### config.mk
export PLATFORM = sky130hd
export DESIGN_NAME = ray_scheduler
export DESIGN_NICKNAME = d
export VERILOG_FILES = /design/src/rtl/ray_sched_pkg.sv /design/src/rtl/ray_coord_counter.sv /design/src/rtl/ray_scheduler.sv
export SDC_FILE = /design/constraint.sdc
export NUM_CORES = 1
export LEC_CHECK = 0
export ABC_AREA = 0
export CAP_MARGIN = 20
export CORE_AREA = 2 2 384 386
export DETAILED_ROUTE_END_ITERATION = 7
export DIE_AREA = 0 0 386 388
export GPL_ROUTABILITY_DRIVEN = 0
export PLACE_DENSITY = 0.43
export SYNTH_ARGS = -nofsm -noshare
export SYNTH_HDL_FRONTEND = slang
export SYNTH_SLANG_ARGS = --single-unit
### constraint.sdc
create_clock -name clk -period 4.85 [get_ports clk]
set_input_delay 0.7275 -clock clk [delete_from_list [all_inputs] [get_ports clk]]
set_output_delay 0.7275 -clock clk [all_outputs]
set_load 0.02 [all_outputs]
### src/rtl/ray_sched_pkg.sv
// Shared types and constants for the ray scheduler: FSM states, coordinate format
// and datapath widths.
package ray_sched_pkg;

  typedef enum logic [1:0] {
    StIdle,
    StLatch,
    StDispatch,
    StDrain
  } state_e;

  localparam int unsigned COORD_SHIFT   = 21;
  localparam int unsigned DEFAULT_H_RES = 640;
  localparam int unsigned DEFAULT_V_RES = 480;

  // Raster index width; an index of up to 2047 still fits 32 bits after the shift.
  localparam int unsigned COORD_W  = 11;
  localparam int unsigned QCOORD_W = 32;
  localparam int unsigned COLOR_W  = 24;
  localparam int unsigned VEC_W    = 96;

  function automatic logic [QCOORD_W-1:0] to_q824(logic [COORD_W-1:0] idx);
    return QCOORD_W'(idx) << COORD_SHIFT;
  endfunction

endpackage

### src/rtl/ray_coord_counter.sv
// Raster-order (x,y) counter with synchronous clear and step enable; flags the last
// column of a line and the last pixel of a frame.
module ray_coord_counter
  import ray_sched_pkg::*;
#(
  parameter int unsigned H_RES = DEFAULT_H_RES,
  parameter int unsigned V_RES = DEFAULT_V_RES
) (
  input  logic               clk,
  input  logic               rst,
  input  logic               clear,
  input  logic               step,
  output logic [COORD_W-1:0] x,
  output logic [COORD_W-1:0] y,
  output logic               last_x,
  output logic               last_frame
);

  logic [COORD_W-1:0] x_q, x_d;
  logic [COORD_W-1:0] y_q, y_d;

  assign x          = x_q;
  assign y          = y_q;
  assign last_x     = (x_q == COORD_W'(H_RES - 1));
  assign last_frame = last_x && (y_q == COORD_W'(V_RES - 1));

  always_comb begin
    x_d = x_q;
    y_d = y_q;
    if (clear) begin
      x_d = '0;
      y_d = '0;
    end else if (step) begin
      if (last_x) begin
        x_d = '0;
        y_d = last_frame ? '0 : y_q + COORD_W'(1);
      end else begin
        x_d = x_q + COORD_W'(1);
      end
    end
  end

  always_ff @(posedge clk) begin
    if (rst) begin
      x_q <= '0;
      y_q <= '0;
    end else begin
      x_q <= x_d;
      y_q <= y_d;
    end
  end

endmodule

### src/rtl/ray_scheduler.sv
// Frame controller: latches scene config, dispatches rays round-robin, collects results
// in raster order. Define CONTINUOUS_EN to chain frames back-to-back after one start.
module ray_scheduler
  import ray_sched_pkg::*;
#(
  parameter int unsigned NUM_UNITS       = 4,
  parameter int unsigned H_RES           = DEFAULT_H_RES,
  parameter int unsigned V_RES           = DEFAULT_V_RES,
  parameter int unsigned MAX_OUTSTANDING = 16
) (
  input  logic                         clk,
  input  logic                         rst,
  input  logic                         start,
  input  logic [VEC_W-1:0]             light_pos,
  input  logic [VEC_W-1:0]             camera_forward,
  input  logic [VEC_W-1:0]             camera_right,
  input  logic [VEC_W-1:0]             ray_origin,
  input  logic                         sdf_sel,
  output logic [VEC_W-1:0]             cfg_light_pos,
  output logic [VEC_W-1:0]             cfg_camera_forward,
  output logic [VEC_W-1:0]             cfg_camera_right,
  output logic [VEC_W-1:0]             cfg_ray_origin,
  output logic                         cfg_sdf_sel,
  output logic [NUM_UNITS-1:0]         disp_valid,
  input  logic [NUM_UNITS-1:0]         disp_ready,
  output logic [QCOORD_W-1:0]          disp_x,
  output logic [QCOORD_W-1:0]          disp_y,
  input  logic [NUM_UNITS-1:0]         res_valid,
  input  logic [COLOR_W*NUM_UNITS-1:0] res_data,
  output logic [NUM_UNITS-1:0]         res_ready,
  output logic                         out_valid,
  input  logic                         out_ready,
  output logic [COLOR_W-1:0]           out_pixel,
  output logic                         out_sof,
  output logic                         out_eol,
  output logic                         busy,
  output logic                         frame_done,
  output logic [15:0]                  frame_count
);

  localparam int unsigned PTR_W = (NUM_UNITS > 1) ? $clog2(NUM_UNITS) : 1;
  localparam int unsigned OUT_W = $clog2(MAX_OUTSTANDING) + 1;

  function automatic logic [NUM_UNITS-1:0] unit_sel(logic [PTR_W-1:0] p);
    return NUM_UNITS'(1) << p;
  endfunction

  function automatic logic [PTR_W-1:0] ptr_next(logic [PTR_W-1:0] p);
    return (p == PTR_W'(NUM_UNITS - 1)) ? '0 : p + PTR_W'(1);
  endfunction

  state_e               state_q, state_d;
  logic [VEC_W-1:0]     light_q, fwd_q, right_q, origin_q;
  logic                 sdf_q;
  logic [NUM_UNITS-1:0] disp_valid_q, disp_valid_d;
  logic [PTR_W-1:0]     disp_ptr_q, disp_ptr_d;
  logic [PTR_W-1:0]     coll_ptr_q, coll_ptr_d;
  logic [OUT_W-1:0]     outstanding_q, outstanding_d;
  logic                 out_valid_q, out_valid_d;
  logic [COLOR_W-1:0]   out_pixel_q, out_pixel_d;
  logic                 out_sof_q, out_sof_d;
  logic                 out_eol_q, out_eol_d;
  logic                 out_last_q, out_last_d;
  logic                 frame_done_q, frame_done_d;
  logic [15:0]          frame_count_q, frame_count_d;

  logic                 cfg_load, cnt_clear;
  logic                 collecting, disp_fire, coll_fire, out_fire;
  logic [COORD_W-1:0]   dsp_x, dsp_y, col_x, col_y;
  logic                 dsp_last_x, dsp_last_frame, col_last_x, col_last_frame;

  ray_coord_counter #(
    .H_RES (H_RES),
    .V_RES (V_RES)
  ) u_disp_cnt (
    .clk        (clk),
    .rst        (rst),
    .clear      (cnt_clear),
    .step       (disp_fire),
    .x          (dsp_x),
    .y          (dsp_y),
    .last_x     (dsp_last_x),
    .last_frame (dsp_last_frame)
  );

  ray_coord_counter #(
    .H_RES (H_RES),
    .V_RES (V_RES)
  ) u_coll_cnt (
    .clk        (clk),
    .rst        (rst),
    .clear      (cnt_clear),
    .step       (coll_fire),
    .x          (col_x),
    .y          (col_y),
    .last_x     (col_last_x),
    .last_frame (col_last_frame)
  );

  assign collecting = (state_q == StDispatch) || (state_q == StDrain);
  // Only the unit holding the next raster pixel may hand over a result.
  assign res_ready  = (collecting && (!out_valid_q || out_ready)) ? unit_sel(coll_ptr_q) : '0;
  assign coll_fire  = |(res_ready & res_valid);
  assign disp_fire  = |(disp_valid_q & disp_ready);
  assign out_fire   = out_valid_q && out_ready;

  always_comb begin
    state_d       = state_q;
    disp_valid_d  = disp_valid_q;
    disp_ptr_d    = disp_ptr_q;
    coll_ptr_d    = coll_ptr_q;
    outstanding_d = outstanding_q + OUT_W'(disp_fire) - OUT_W'(coll_fire);
    out_valid_d   = out_valid_q;
    out_pixel_d   = out_pixel_q;
    out_sof_d     = out_sof_q;
    out_eol_d     = out_eol_q;
    out_last_d    = out_last_q;
    frame_done_d  = 1'b0;
    frame_count_d = frame_count_q;
    cfg_load      = 1'b0;
    cnt_clear     = 1'b0;

    if (coll_fire) begin
      out_valid_d = 1'b1;
      out_pixel_d = res_data[int'(coll_ptr_q)*COLOR_W +: COLOR_W];
      out_sof_d   = (col_x == '0) && (col_y == '0);
      out_eol_d   = col_last_x;
      out_last_d  = col_last_frame;
      coll_ptr_d  = ptr_next(coll_ptr_q);
    end else if (out_fire) begin
      out_valid_d = 1'b0;
    end

    unique case (state_q)
      StIdle: begin
        if (start) state_d = StLatch;
      end
      StLatch: begin
        cfg_load      = 1'b1;
        cnt_clear     = 1'b1;
        disp_ptr_d    = '0;
        coll_ptr_d    = '0;
        outstanding_d = '0;
        disp_valid_d  = unit_sel('0);
        state_d       = StDispatch;
      end
      StDispatch: begin
        if (disp_fire) begin
          disp_ptr_d = ptr_next(disp_ptr_q);
          if (dsp_last_x && dsp_last_frame) begin
            disp_valid_d = '0;
            state_d      = StDrain;
          end else begin
            disp_valid_d = (outstanding_d < OUT_W'(MAX_OUTSTANDING)) ? unit_sel(disp_ptr_d) : '0;
          end
        end else if (disp_valid_q == '0 && outstanding_d < OUT_W'(MAX_OUTSTANDING)) begin
          // Request is raised a cycle after a collection frees a slot, never in the same cycle.
          disp_valid_d = unit_sel(disp_ptr_q);
        end
      end
      StDrain: begin
        if (out_fire && out_last_q && outstanding_q == '0) begin
          frame_done_d  = 1'b1;
          frame_count_d = frame_count_q + 16'd1;
`ifdef CONTINUOUS_EN
          state_d       = StLatch;
`else
          state_d       = StIdle;
`endif
        end
      end
      default: state_d = StIdle;
    endcase
  end

  always_ff @(posedge clk) begin
    if (rst) begin
      state_q       <= StIdle;
      light_q       <= '0;
      fwd_q         <= '0;
      right_q       <= '0;
      origin_q      <= '0;
      sdf_q         <= 1'b0;
      disp_valid_q  <= '0;
      disp_ptr_q    <= '0;
      coll_ptr_q    <= '0;
      outstanding_q <= '0;
      out_valid_q   <= 1'b0;
      out_pixel_q   <= '0;
      out_sof_q     <= 1'b0;
      out_eol_q     <= 1'b0;
      out_last_q    <= 1'b0;
      frame_done_q  <= 1'b0;
      frame_count_q <= '0;
    end else begin
      state_q       <= state_d;
      disp_valid_q  <= disp_valid_d;
      disp_ptr_q    <= disp_ptr_d;
      coll_ptr_q    <= coll_ptr_d;
      outstanding_q <= outstanding_d;
      out_valid_q   <= out_valid_d;
      out_pixel_q   <= out_pixel_d;
      out_sof_q     <= out_sof_d;
      out_eol_q     <= out_eol_d;
      out_last_q    <= out_last_d;
      frame_done_q  <= frame_done_d;
      frame_count_q <= frame_count_d;
      if (cfg_load) begin
        light_q  <= light_pos;
        fwd_q    <= camera_forward;
        right_q  <= camera_right;
        origin_q <= ray_origin;
        sdf_q    <= sdf_sel;
      end
    end
  end

  assign cfg_light_pos      = light_q;
  assign cfg_camera_forward = fwd_q;
  assign cfg_camera_right   = right_q;
  assign cfg_ray_origin     = origin_q;
  assign cfg_sdf_sel        = sdf_q;
  assign disp_valid         = disp_valid_q;
  assign disp_x             = to_q824(dsp_x);
  assign disp_y             = to_q824(dsp_y);
  assign out_valid          = out_valid_q;
  assign out_pixel          = out_pixel_q;
  assign out_sof            = out_sof_q;
  assign out_eol            = out_eol_q;
  assign busy               = (state_q != StIdle);
  assign frame_done         = frame_done_q;
  assign frame_count        = frame_count_q;

endmodule
# After elaboration in Yosys (flattened, before gate mapping)
# Index checks and enable logic that the tools add are counted.
# classes
addsub	9
multipliers	1
n_div	0
magnitude_cmp	1
eq_ne	14
n_shift	4
muxes	23
bitwise	3
reduce_logical	31
# op_table
cell	n
96-bit by 8-bit variable part select with 24-bit output	1
11-bit by 1-bit adder with 11-bit output, second input constant	4
11-bit two-way mux	4
11-bit by 10-bit equality test with 1-bit output, second input constant	2
11-bit by 9-bit equality test with 1-bit output, second input constant	2
11-bit zero test	2
4-bit two-way mux	5
16-bit by 1-bit adder with 16-bit output, second input constant	1
2-bit two-way mux	7
1-bit by 2-bit << shifter with 4-bit output, first input constant	3
2-bit AND reduction	5
1-bit logical AND	9
4-bit bitwise AND	2
2-bit equality test, second input constant	4
2-bit case mux with 4 select lines	1
4-bit case mux with 2 select lines	1
4-bit OR reduction	2
2-bit nonzero test	3
2-bit OR reduction	3
5-bit by 1-bit adder with 5-bit output	1
5-bit zero test	1
5-bit less-than comparator, second input constant	1
5-bit by 1-bit subtractor with 5-bit output	1
2-bit by 1-bit adder with 2-bit output, second input constant	2
13 further kinds	19
# word_totals
reg_bits	489
latchBits	0
ramBits	0
romBits	0
inputBits	493
out_inout_bits	502
wordCells	107
memories	0

# Logic depth before layout (Yosys ltp)
# Gate-level depths: netlist of the first run.
# depth
depth_word	12
mapped_depth	17
ltp_nobuf	14

# Modules after synthesis
# Synthesis of the first run repeated with hierarchy kept, for this count alone.
# hier_totals
hier_cells	1933
hier_area_um2	19329.8
# by_module_without_submodules
mod	n_inst	cells_per_inst	area_each_um2	seq_area_each_um2
ray_scheduler	1	1665	17142.7	8908.5
ray_coord_counter	2	134	1093.5	440.4

# Worst setup path before layout of the first run
# Ideal clock, no wire load.
# synth_timing
kind	register to register
from	register coll_ptr_q[0]
to	register disp_valid_q[1] (netlist: disp_valid[1])
setup_time_ns	0.069
arrival_time_ns	4.437
t_required_ns	4.781
path_slack_ns	0.344
path_stages_with_launch	18
path_buffers	3
synth_period_minus_slack_ns	4.506
cell_sequence	dfxtp_1 -> clkbuf_1 -> buf_2 -> inv_1 -> ha_1 -> a22o_1 -> o211ai_1 -> inv_2 -> clkbuf_1 -> ha_1 -> inv_1 -> ha_1 -> fa_1 -> nand3b_1 -> a31oi_1 -> or4b_1 -> a211o_1 -> o21ai_1
# synth_between
elab_chain_len	10
word_cells_on_any_way	13
classes_between	add/sub: 1; order compare: 1; eq/ne: 1; shift: 1; mux: 5; bitwise: 1; reduce/logical: 3
# synth_lines
element	line	source
start, declared	ray_scheduler.sv:57	logic [PTR_W-1:0] coll_ptr_q, coll_ptr_d;
start signal, assigned	ray_scheduler.sv:199	coll_ptr_q <= coll_ptr_d;
1-bit by 2-bit << shifter with 4-bit output (*)	ray_scheduler.sv:45	return NUM_UNITS'(1) << p;
4-bit two-way mux (*)	ray_scheduler.sv:102	assign res_ready = (collecting && (!out_valid_q || out_ready)) ? unit_sel(coll_ptr_q) : '0;
4-bit bitwise AND (*)	ray_scheduler.sv:103	assign coll_fire = |(res_ready & res_valid);
4-bit OR reduction (*)	ray_scheduler.sv:103	
named net coll_fire	ray_scheduler.sv:68	logic collecting, disp_fire, coll_fire, out_fire;
5-bit by 1-bit subtractor with 5-bit output (*)	ray_scheduler.sv:112	outstanding_d = outstanding_q + OUT_W'(disp_fire) - OUT_W'(coll_fire);
5-bit less-than comparator (*)	ray_scheduler.sv:154, ray_scheduler.sv:156	
4-bit two-way mux	ray_scheduler.sv:154	disp_valid_d = (outstanding_d < OUT_W'(MAX_OUTSTANDING)) ? unit_sel(disp_ptr_d) : '0;
4-bit two-way mux	ray_scheduler.sv:150	if (dsp_last_x && dsp_last_frame) begin
4-bit two-way mux	ray_scheduler.sv:148	if (disp_fire) begin
4-bit case mux with 2 select lines	ray_scheduler.sv:134	unique case (state_q)
end signal, assigned	ray_scheduler.sv:197	disp_valid_q <= disp_valid_d;
end, declared	ray_scheduler.sv:55	logic [NUM_UNITS-1:0] disp_valid_q, disp_valid_d;
# Mark *: on every way through the listed nets, which the timed path passes. The rest lies on a longest branch.
# A chain may end at the register's enable or synchronous reset.

# Worst setup path in the final report of the first run
# layout_timing
from	register coll_ptr_q[1]
to	register disp_valid_q[2] (netlist: disp_valid[2])
# layout_between
elab_chain_len	10
word_cells_on_any_way	13
classes_between	add/sub: 1; order compare: 1; eq/ne: 1; shift: 1; mux: 5; bitwise: 1; reduce/logical: 3
# layout_lines
element	line
1-bit by 2-bit << shifter with 4-bit output (*)	ray_scheduler.sv:45
4-bit two-way mux (*)	ray_scheduler.sv:102
4-bit bitwise AND (*)	ray_scheduler.sv:103
4-bit OR reduction (*)	ray_scheduler.sv:103
5-bit by 1-bit subtractor with 5-bit output (*)	ray_scheduler.sv:112
5-bit less-than comparator (*)	ray_scheduler.sv:154, ray_scheduler.sv:156
4-bit two-way mux	ray_scheduler.sv:154
4-bit two-way mux	ray_scheduler.sv:150
4-bit two-way mux	ray_scheduler.sv:148
4-bit case mux with 2 select lines	ray_scheduler.sv:134
# Every way passes the cells marked *; elsewhere a longest branch is shown, timed or not.

==> metrics.md, run 1 <==
| Metric | Value |
|---|---|
| Worst-path clk slew | 60 ps |
| # DRC | 0 |
| Fin nets | 3,348 |
| CP arrival | 4480 ps |
| Pin count of the biggest net entering global routing | 152 |
| Crit Path Category | register to register |
| Crit-path cells | inv_1 > ha_1 > a22o_1 > o211ai_1 > inv_2 > ha_1 > inv_1 > ha_1 > fa_1 > nand3b_1 > a31oi_1 > or4b_1 > a211o_1 > o21ai_1 |
| Internal power | 11.09 mW |
| DR iter-0 viols | 594 |
| Yosys top cell area share | 51.18% |
| Top cell family by delay on the critical path | adder cells |
| Crit end category | register |
| Net Sw Frac | 35.57% |
| Critical path data required time | 5440 ps |
| CP max FO | 14 |
| Slew Limit Fails | 0 |
| R2R setup slack | 960 ps |
| CTS Buf Count | 69 |
| Yosys reg bits | 489 |
| Via/cell ratio | 3.505 |
| Most used cell, CP | ha_1 |
| Worst setup margin | 961.4 ps |
| Gate power share | 38.7% |
| IO Count | 995 |
| Die area | 149,800 µm² |
| WP buf/inv | 3 |
| Post-CTS setup buffers | 0 |
| Core Area | 145,200 µm² |
| Worst Hold Path EP | out_pixel[15] |
| Post-synth top flop | dfxtp_1 |
| Final Total Pwr | 17.21 mW |
| Post-synth top area cell | dfxtp_1 |
| Number of global-route vias before repair | 16,720 |
| Total GRT Usage | 12.24% |
| Hold Path Depth | 2 |
| Power share of the clock group | 30.2% |
| Leak | 11.86 nW |
| CTS tree | done |
| R2R cell count | 14 |
| Cells after Synth | 1,901 |
| H-tree depth | 3 |
| Hold Crit Class | register to register |
| Root buffer cell | clkbuf_16 |
| Power density over cell area | 521.9 nW/µm² |
| Worst path slowest cell | dfxtp_1 |
| DPL Wire Length | 75,160 µm |
| Reg2reg end | disp_valid[2] |
| Yosys cell types | 51 |
| Clk sinks | 489 |
| Post-synth EDFFs | 0 |
| Post-cts repair resize count | 0 |
| DR pass1 iterations | 5 |
| Worst Clk Skew | 33.47 ps |
| DIE WIDTH | 386 µm |
| # hold bufs at CTS | 0 |
| # rows | 140 |
| First-pass GRT wire length | 130,100 µm |
| Fmax | 257.2 MHz |
| Slew of the pin with the lowest slew margin | 1006 ps |
| Synth area leaders | dfxtp_1 51%, mux2i_1 20%, nor2_1 8.9% |
| Final Setup Violations | 0 |
| Sequential element share of the synthesized area | 51.18% |
| Period utilization | 80.18% |
| Setup crit start kind | register |
| Netlist Area Pre-Place | 19,130 µm² |
| Worst slew margin | 32.96% |
| Synth warnings | 0 |
| Routed vias | 16,830 |
| Critical R2R Launch | coll_ptr_q[1] |
| Routed WL | 95,540 µm |
| Synth Area per Inst | 10.06 µm² |
| Setup TNS | 0 ps |
| Async SR Flop Fraction | 0% |
| Post-place setup slack | 390.0 ps |
| Remaining global-route overflow | 0 |
| Peak supply drop | 346.3 µV |
| Outcome | finished clean |
| RSZ-0062 raised after global routing | false |
| Clock insertion delay at the later pin of the skew report | 660 ps |
| Area delta synth->final | 72.36% |
| Port buffer count | 952 |
| WL/cell | 19.90 µm |
| Initial antenna violation count | 44 |
| Die Ht | 388 µm |
| Critical path's largest stage delay | 690 ps |
| Maxcap violations | 0 |
| Layout fillers | 15,700 |
| Hold path start | out_pixel[15] |
| Initial Utilization | 13.17% |
| Final hold violation count | 0 |
| Min cycle time layout | 3889 ps |
| Share of cells above drive strength 1 | 5.393% |
| Clk buf depth | 3 |
| Flop pwr share | 31.1% |
| Switch Pwr | 6.120 mW |
| Number of routed nets with antenna violations | 0 |
## logic make-up after synthesis
logic type / synth area share (%)
simple gates: 14.50
buf+inv: 4.592
fa+ha+maj: 1.936
flops: 51.18
other cells: 0.01960
compound gates: 2.316
xor+xnor: 2.381
mux: 23.08
## state kept, by name (all words and copies together), names as in the netlist
name and flops:
cfg_camera_forward 96, out_last_q 1, cfg_light_pos 96, out_eol 1, disp_ptr_q 2, outstanding_q 5
disp_valid 4, frame_count 16, cfg_sdf_sel 1, out_sof 1, out_pixel 24, u_coll_cnt.y 11
coll_ptr_q 2, cfg_camera_right 96, u_disp_cnt.x 11, out_valid 1, u_coll_cnt.x 11, u_disp_cnt.y 11
frame_done 1, cfg_ray_origin 96, state_q 2
## synth_stat cells (7+ instances only)
master and count:
a21oi_1 41, and3_1 14, buf_1 39, buf_4 42, clkbuf_1 68, dfxtp_1 489
ha_1 28, inv_1 32, mux2i_1 387, mux4_2 24, nand2_1 85, nand3_1 21
nand4_1 19, nor2_1 453, nor3_1 8, nor4_1 14, o21ai_1 7, xnor2_1 34
xor2_1 18
## layer usage
| layer | part of all wire, % | wire, µm | global-route usage (%) | up-vias |
|---|---|---|---|---|
| li1 | - | - | - | 8207 |
| met1 | 38 | 35970 | 13.15 | 7820 |
| met2 | 50 | 48090 | 21.52 | 621 |
| met3 | 9.0 | 8639 | 4.736 | 156 |
| met4 | 2.8 | 2629 | 4.386 | 24 |
| met5 | 0.21 | 204 | 0.3249 | - |
## power by group through the flow
stage                     clock (mW)  sequential (mW)  combinational, mW
after global routing            5.59             5.45               7.13
after floorplan                    0             6.27               2.86
final                           5.19             5.35               6.66
after CTS                       5.44             5.36               6.79
after global placement             0             5.42               6.77
after detailed placement           0             5.43               6.77
## cell type report
type / instances / area [µm²] / share of cell area (%)
Antenna cell: 10 / 25.02 / 0.07590
Clock buffer: 104 / 2018 / 6.121
Clock inverter: 15 / 261.5 / 0.7932
Inverter: 33 / 123.9 / 0.3757
Multi-Input combinational cell: 1264 / 8627 / 26.17
Sequential cell: 489 / 9791 / 29.70
Tap cell: 1917 / 2399 / 7.275
Timing Repair Buffer: 969 / 9724 / 29.50
## worst max-delay path by stage
stage                              from            end  slack [ps]  depth (start not counted)
after floorplan           coll_ptr_q[0]  disp_valid[1]         340                         17
after global placement    disp_ready[0]  disp_valid[1]         400                         13
after detailed placement  disp_ready[0]  disp_valid[2]         390                         13
after CTS                 coll_ptr_q[1]  disp_valid[2]         930                         14
after global routing      coll_ptr_q[0]  disp_valid[2]         720                         14
final                     coll_ptr_q[1]  disp_valid[2]         960                         14
## per-stage QoR
stage	std cells	utilization, %	hold slack, ps	cell area, µm²
after floorplan	1942	-	480.5	19280
after global placement	4672	21.12	442.4	30660
after detailed placement	4672	21.12	445.6	30660
after CTS	4791	22.69	440.6	32940
after global routing	4798	22.70	467.1	32960
final	4801	22.70	451.6	32970
## worst reg2reg max path: stages (launching register included)
cell and delay, ps:
dfxtp_1 690, inv_1 140, ha_1 230, a22o_1 210
o211ai_1 270, inv_2 100, ha_1 280, inv_1 40
ha_1 200, fa_1 420, nand3b_1 140, a31oi_1 110
or4b_1 550, a211o_1 320, o21ai_1 150
## layout by cell type, fill, tap and decap left out, types with 32 or more instances in the layout
cell	instances
mux2i_1	387
dfxtp_1	488
a21oi_1	41
nand2_1	85
clkdlybuf4s50_1	951
xnor2_1	34
clkbuf_16	69
conb_1	42
inv_1	32
nor2_1	453
Note: power is estimated with default switching activity, not from simulation.
==> run 2: changes to the inputs <==
Settings changed: CORE_AREA 2 2 384 386 to 2 2 387 389, DIE_AREA 0 0 386 388 to 0 0 389 391, PLACE_DENSITY 0.43 to 0.42.
Clock period 4.85 ns to 3.6 ns, I/O delays scaled along.
==> metrics.md, run 2 (synthesis gave the netlist of run 1 again) <==
| Metric | Value |
|---|---|
| Outcome | finished clean |
| Power density over cell area | 696.4 nW/µm² (+33%) |
| Hold path start | rst |
| CTS Buf Count | 67 (-2.9%) |
| Maxcap violations | 0 (unchanged) |
| DPL Wire Length | 68,780 µm (-8.5%) |
| Slew Limit Fails | 0 (unchanged) |
| R2R cell count | 14 (unchanged) |
| Layout Utilization | 22.31% (-0.39 points) |
| Via/cell ratio | 3.484 (-0.61%) |
| Number of global-route vias before repair | 16,750 (+0.16%) |
| Crit end category | register |
| Leak | 11.94 nW (+0.68%) |
| Clk sinks | 489 (unchanged) |
| First-pass GRT wire length | 122,900 µm (-5.5%) |
| Fin nets | 3,361 (+0.39%) |
| # DRC | 0 (unchanged) |
| R2R setup slack | 210 ps (-750 ps) |
| Initial Utilization | 12.88% (-0.29 points) |
| WL/cell | 18.40 µm (-7.5%) |
| Slew of the pin with the lowest slew margin | 1034 ps (+28.43 ps) |
| Commonest non-fill, non-tap cell in the layout | clkdlybuf4s50_1 |
| Die Ht | 391 µm (+0.77%) |
| # hold bufs at CTS | 0 (unchanged) |
| Flop pwr share | 31.2% (about the same) |
| Worst-path clk slew | 60 ps (about the same) |
| DR pass1 iterations | 5 (unchanged) |
| Root buffer cell | clkbuf_16 |
| Die area | 152,100 µm² (+1.6%) |
| Total GRT Usage | 11.13% (-1.1 points) |
| Reg2reg end | disp_valid[1] |
| Hold Crit Class | input pin to register |
| Final hold violation count | 0 (unchanged) |
| DR iter-0 viols | 717 (+21%) |
| Core Area | 148,500 µm² (+2.3%) |
| Net Sw Frac | 35.49% (-0.078 points) |
| H-tree depth | 3 (unchanged) |
| Power share of the clock group | 29.6% (-0.6 points) |
| Crit Path Category | register to register |
| Routed WL | 89,030 µm (-6.8%) |
| Routed vias | 16,860 (+0.18%) |
| Clk buf depth | 3 (unchanged) |
| Internal power | 14.89 mW (+34%) |
| Clock insertion delay at the later pin of the skew report | 650 ps (about the same) |
| Switch Pwr | 8.192 mW (+34%) |
| CP arrival | 3970 ps (-510 ps) |
| Port buffer count | 952 (unchanged) |
| DIE WIDTH | 389 µm (+0.78%) |
| Final Total Pwr | 23.08 mW (+34%) |
| Number of routed nets with antenna violations | 0 (unchanged) |
| Area delta synth->final | 73.27% |
| Setup crit start kind | register |
| Min cycle time layout | 3387 ps (-501.1 ps) |
| Worst Clk Skew | 24.46 ps (-9.010 ps) |
| Final Setup Violations | 0 (unchanged) |
| Worst slew margin | 31.06% (-1.9 points) |
| Period utilization | 94.10% (+14 points) |
| CP max FO | 5 (-9) |
| Pin count of the biggest net entering global routing | 161 (+5.9%) |
| CTS tree | done |
| Commonest non-fill, non-tap cells in the layout | 951 x clkdlybuf4s50_1, 486 x dfxtp_1, 453 x nor2_1 |
| Fmax | 295.2 MHz (+15%) |
| Initial antenna violation count | 21 (-52%) |
| Gate power share | 39.2% (+0.5 points) |
| Worst Hold Path EP | cfg_light_pos[82] |
| Remaining global-route overflow | 0 (unchanged) |
| Hold Path Depth | 2 (unchanged) |
| IO Count | 995 (unchanged) |
| Peak supply drop | 311.6 µV (-10%) |
| Share of cells above drive strength 1 | 6.438% (+1.0 points) |
| Critical R2R Launch | state_q[0] |
| RSZ-0062 raised after global routing | false |
| Critical path data required time | 4180 ps (-1260 ps) |
| # rows | 142 (+1.4%) |
## run 2: changes by cell type in the layout (fill, tap and decap cells not counted), moves of 2 or more
cell      before  now
clkinv_2       2   10
dfxtp_1      488  486
clkbuf_1      19   13
buf_4         12   26
dfxtp_2        1    3
ha_1          27   23
inv_1         32   30
diode_2       10    6
ha_4           1    4
## run 2: metal layers
| metal | GRT usage (%) | up-vias | routed length [µm] |
|---|---|---|---|
| li1 | - | 8213 | - |
| met1 | 12.54 | 7864 | 35170 |
| met2 | 18.70 | 621 | 43210 |
| met3 | 4.403 | 148 | 7553 |
| met4 | 4.454 | 12 | 3011 |
| met5 | 0.2552 | - | 82 |
## run 2: worst max-delay path, stage by stage, from the launching register on
cell and delay [ps]:
dfxtp_2 360, inv_1 90, ha_1 220, or2_4 290
o211ai_1 160, inv_2 140, ha_4 290, inv_2 40
ha_4 150, fa_2 360, nand3b_1 120, a31oi_1 110
or4b_4 500, a211o_1 350, o21ai_1 140
## run 2: final cells by class
cell class / instances / area, µm²
clock buffers: 97 / 1971
clock inverters: 22 / 280.3
multi-input cells: 1264 / 8676
inverters: 33 / 126.4
repair buffers: 984 / 9849
diodes: 6 / 15.01
well taps: 1944 / 2432
flip-flops and latches: 489 / 9793
fillers: 16210 / 115400
## run 2: timing repair
item	in CTS	in global routing
resized for setup	0	3
setup buffers	0	1
endpoints found under the setup margin	0	4
## run 2: how the worst max path moves through the flow
stage | startpoint | end | slack (ps) | depth (start not counted)
3_5_place_dp | res_valid[0] | disp_valid[1] | -130 | 13
2_1_floorplan | coll_ptr_q[0] | disp_valid[1] | -180 | 17
6_report | state_q[0] | disp_valid[1] | 210 | 14
4_1_cts | state_q[0] | disp_valid[1] | 70 | 14
5_1_grt | state_q[0] | disp_valid[1] | 70 | 14
3_3_place_gp | res_valid[0] | disp_valid[1] | -120 | 13
## run 2: power by group through the flow
stage          Clock [mW]  Combinational (mW)  Sequential [mW]
2_1_floorplan           0                3.89             8.46
3_3_place_gp            0                9.17             7.29
3_5_place_dp            0                9.15             7.31
4_1_cts              7.16                9.18             7.22
5_1_grt              7.35                9.70             7.35
6_report             6.84                9.04             7.20
## run 2: per-stage QoR
| stage | hold slack (ps) | worst slack [ps] | area [µm²] | cells | setup TNS, ps |
|---|---|---|---|---|---|
| global route | 228.3 | 68.06 | 33140 | 4838 | 0 |
| global placement | 442.2 | -120.5 | 30860 | 4713 | -408.5 |
| detailed placement | 445.7 | -127.9 | 30860 | 4713 | -391.7 |
| floorplan | 480.5 | -184.5 | 19380 | 1942 | -689.3 |
| CTS | 189.6 | 65.66 | 33110 | 4832 | 0 |
| finish | 278.1 | 212.5 | 33140 | 4839 | 0 |
==> run 3: changes to the inputs <==
Settings changed: CORE_AREA 2 2 387 389 to 2 2 391 393, DIE_AREA 0 0 389 391 to 0 0 393 395.
==> metrics.md, run 3 (synthesis gave the netlist of run 1 again) <==
| Metric | Value |
|---|---|
| Outcome | finished clean |
| Gr busiest metal | met2 |
| CTS Buf Count | 67 (unchanged) |
| Slew of the pin with the lowest slew margin | 860.9 ps (-173.2 ps) |
| Commonest non-fill, non-tap cells in the layout | 951 x clkdlybuf4s50_1, 486 x dfxtp_1, 453 x nor2_1 |
| CP startpoint | state_q[0] |
| DIE WIDTH | 393 µm (+1.0%) |
| Met2 Use GR | 20.13% (+1.4 points) |
| Clk sinks | 489 (unchanged) |
| Min cycle time layout | 3376 ps (-11.32 ps) |
| Critical R2R Launch | state_q[0] |
| Remaining global-route overflow | 0 (unchanged) |
| Pin count of the biggest net entering global routing | 133 (-17%) |
| CP max FO | 5 (unchanged) |
| Number of global-route vias before repair | 16,770 (+0.12%) |
| Initial Utilization | 12.65% (-0.23 points) |
| Fin nets | 3,373 (+0.36%) |
| WL/cell | 18.76 µm (+2.0%) |
| Slew Limit Fails | 0 (unchanged) |
| # rows | 143 (+0.70%) |
| Layout fillers | 16,500 (+1.8%) |
| Hold Crit Class | input pin to register |
| Worst-path clk slew | 60 ps (about the same) |
| IO Count | 995 (unchanged) |
| Setup TNS | 0 ps (unchanged) |
| Power density over cell area | 693.3 nW/µm² (-0.43%) |
| Setup crit start kind | register |
| DPL Wire Length | 73,050 µm (+6.2%) |
| Root buffer cell | clkbuf_16 |
| Clk buf depth | 3 (unchanged) |
| Routed WL | 92,540 µm (+3.9%) |
| Die Ht | 395 µm (+1.0%) |
| DR pass1 iterations | 5 (unchanged) |
| Core Area | 151,200 µm² (+1.8%) |
| Maxcap violations | 0 (unchanged) |
| # DRC | 0 (unchanged) |
| # hold bufs at CTS | 0 (unchanged) |
| Via/cell ratio | 3.417 (-1.9%) |
| CP arrival | 3950 ps (-20 ps) |
| Die area | 155,200 µm² (+2.1%) |
| Critical path data required time | 4170 ps (about the same) |
| First-pass GRT wire length | 127,800 µm (+4.0%) |
| Period utilization | 93.78% (-0.31 points) |
| H-tree depth | 3 (unchanged) |
| Hold path start | rst |
| Crit Path Category | register to register |
| RSZ-0062 raised after global routing | false |
| Initial antenna violation count | 24 (+14%) |
| M1 GR Usage | 12.76% (+0.22 points) |
| Area delta synth->final | 74.04% |
| Met3 GRT Util | 4.508% (+0.11 points) |
| Share of cells above drive strength 1 | 6.828% (+0.39 points) |
| Worst Clk Skew | 26.38 ps (+1.915 ps) |
| Peak supply drop | 346.9 µV (+11%) |
| Number of routed nets with antenna violations | 0 (unchanged) |
| Crit end category | register |
| Leak | 11.99 nW (+0.41%) |
| Routed vias | 16,850 (-0.024%) |
| Total GRT Usage | 11.46% (+0.33 points) |
| Fmax | 296.2 MHz (+0.34%) |
| CTS tree | done |
| Hold Worst Slack | 377.4 ps (+99.25 ps) |
| DR iter-0 viols | 586 (-18%) |
| Final hold violation count | 0 (unchanged) |
| Commonest non-fill, non-tap cell in the layout | clkdlybuf4s50_1 |
| Worst slew margin | 42.61% (+12 points) |
| Port buffer count | 952 (unchanged) |
| Final Setup Violations | 0 (unchanged) |
| Clock insertion delay at the later pin of the skew report | 640 ps (about the same) |
## run 3: cell types whose count changed in the layout (fill, tap and decap cells not counted)
cell,change
buf_4,+13
diode_2,-4
bufinv_16,+1
a31oi_2,+1
clkinv_16,-1
clkinv_4,+2
clkbuf_8,-1
clkinv_8,-3
inv_6,+2
dfxtp_2,-1
clkinvlp_4,-1
dfxtp_4,+1
a31oi_1,-1
buf_12,-1
## run 3: worst paths after layout
kind | to | depth (start not counted) | slack [ps]
setup / recovery | disp_valid[1] | 14 | 220
hold / removal | out_last_q | 2 | 380
setup reg to reg | disp_valid[1] | 14 | 220
hold reg to reg | out_pixel[0] | 2 | 450
## run 3: worst max-delay path: stages (launching register included)
cell	delay, ps
dfxtp_2	370
inv_1	90
ha_1	220
or2_4	290
o211ai_1	180
inv_2	130
ha_4	280
inv_2	30
ha_4	150
fa_2	360
nand3b_1	140
a31oi_2	110
or4b_4	500
a211o_1	310
o21ai_1	130
## run 3: report_power, final
part	internal, mW	total (mW)	switching, mW
Combinational	4.34	9.13	4.78
Clock	4.08	6.79	2.71
Sequential	6.53	7.17	0.638
## run 3: what timing repair did
item                       in CTS  in global routing
hold endpoints to repair        0                  0
resized for setup               0                  5
setup endpoints to repair       0                  4
buffers inserted                0                  2
## run 3: final cells by class
class                   instances  area, µm²  share of cell area, %
flip-flops and latches        489       9796                  29.42
repair buffers                996       9927                  29.82
inverters                      33      126.4                 0.3796
multi-input cells            1264       8682                  26.08
clock buffers                  96       1957                  5.878
diodes                          2      5.005                0.01503
clock inverters                22      259.0                 0.7780
well taps                    2030       2540                  7.629
## run 3: routing by layer
layer	share of wire [%]	up-vias
li1	-	8244
met1	39	7866
met2	50	592
met3	8.6	124
met4	2.0	28
met5	0.18	-
## run 3: through the flow
stage	area [µm²]	util, %	cells	worst slack, ps	power [mW]
2_1_floorplan	19380	-	1942	-184.5	12.34
3_3_place_gp	31040	20.53	4810	-166.1	16.52
3_5_place_dp	31040	20.53	4810	-134.1	16.52
4_1_cts	33260	22.00	4928	20.14	23.57
5_1_grt	33290	22.02	4930	7.602	24.43
6_report	33290	22.02	4932	223.8	23.08
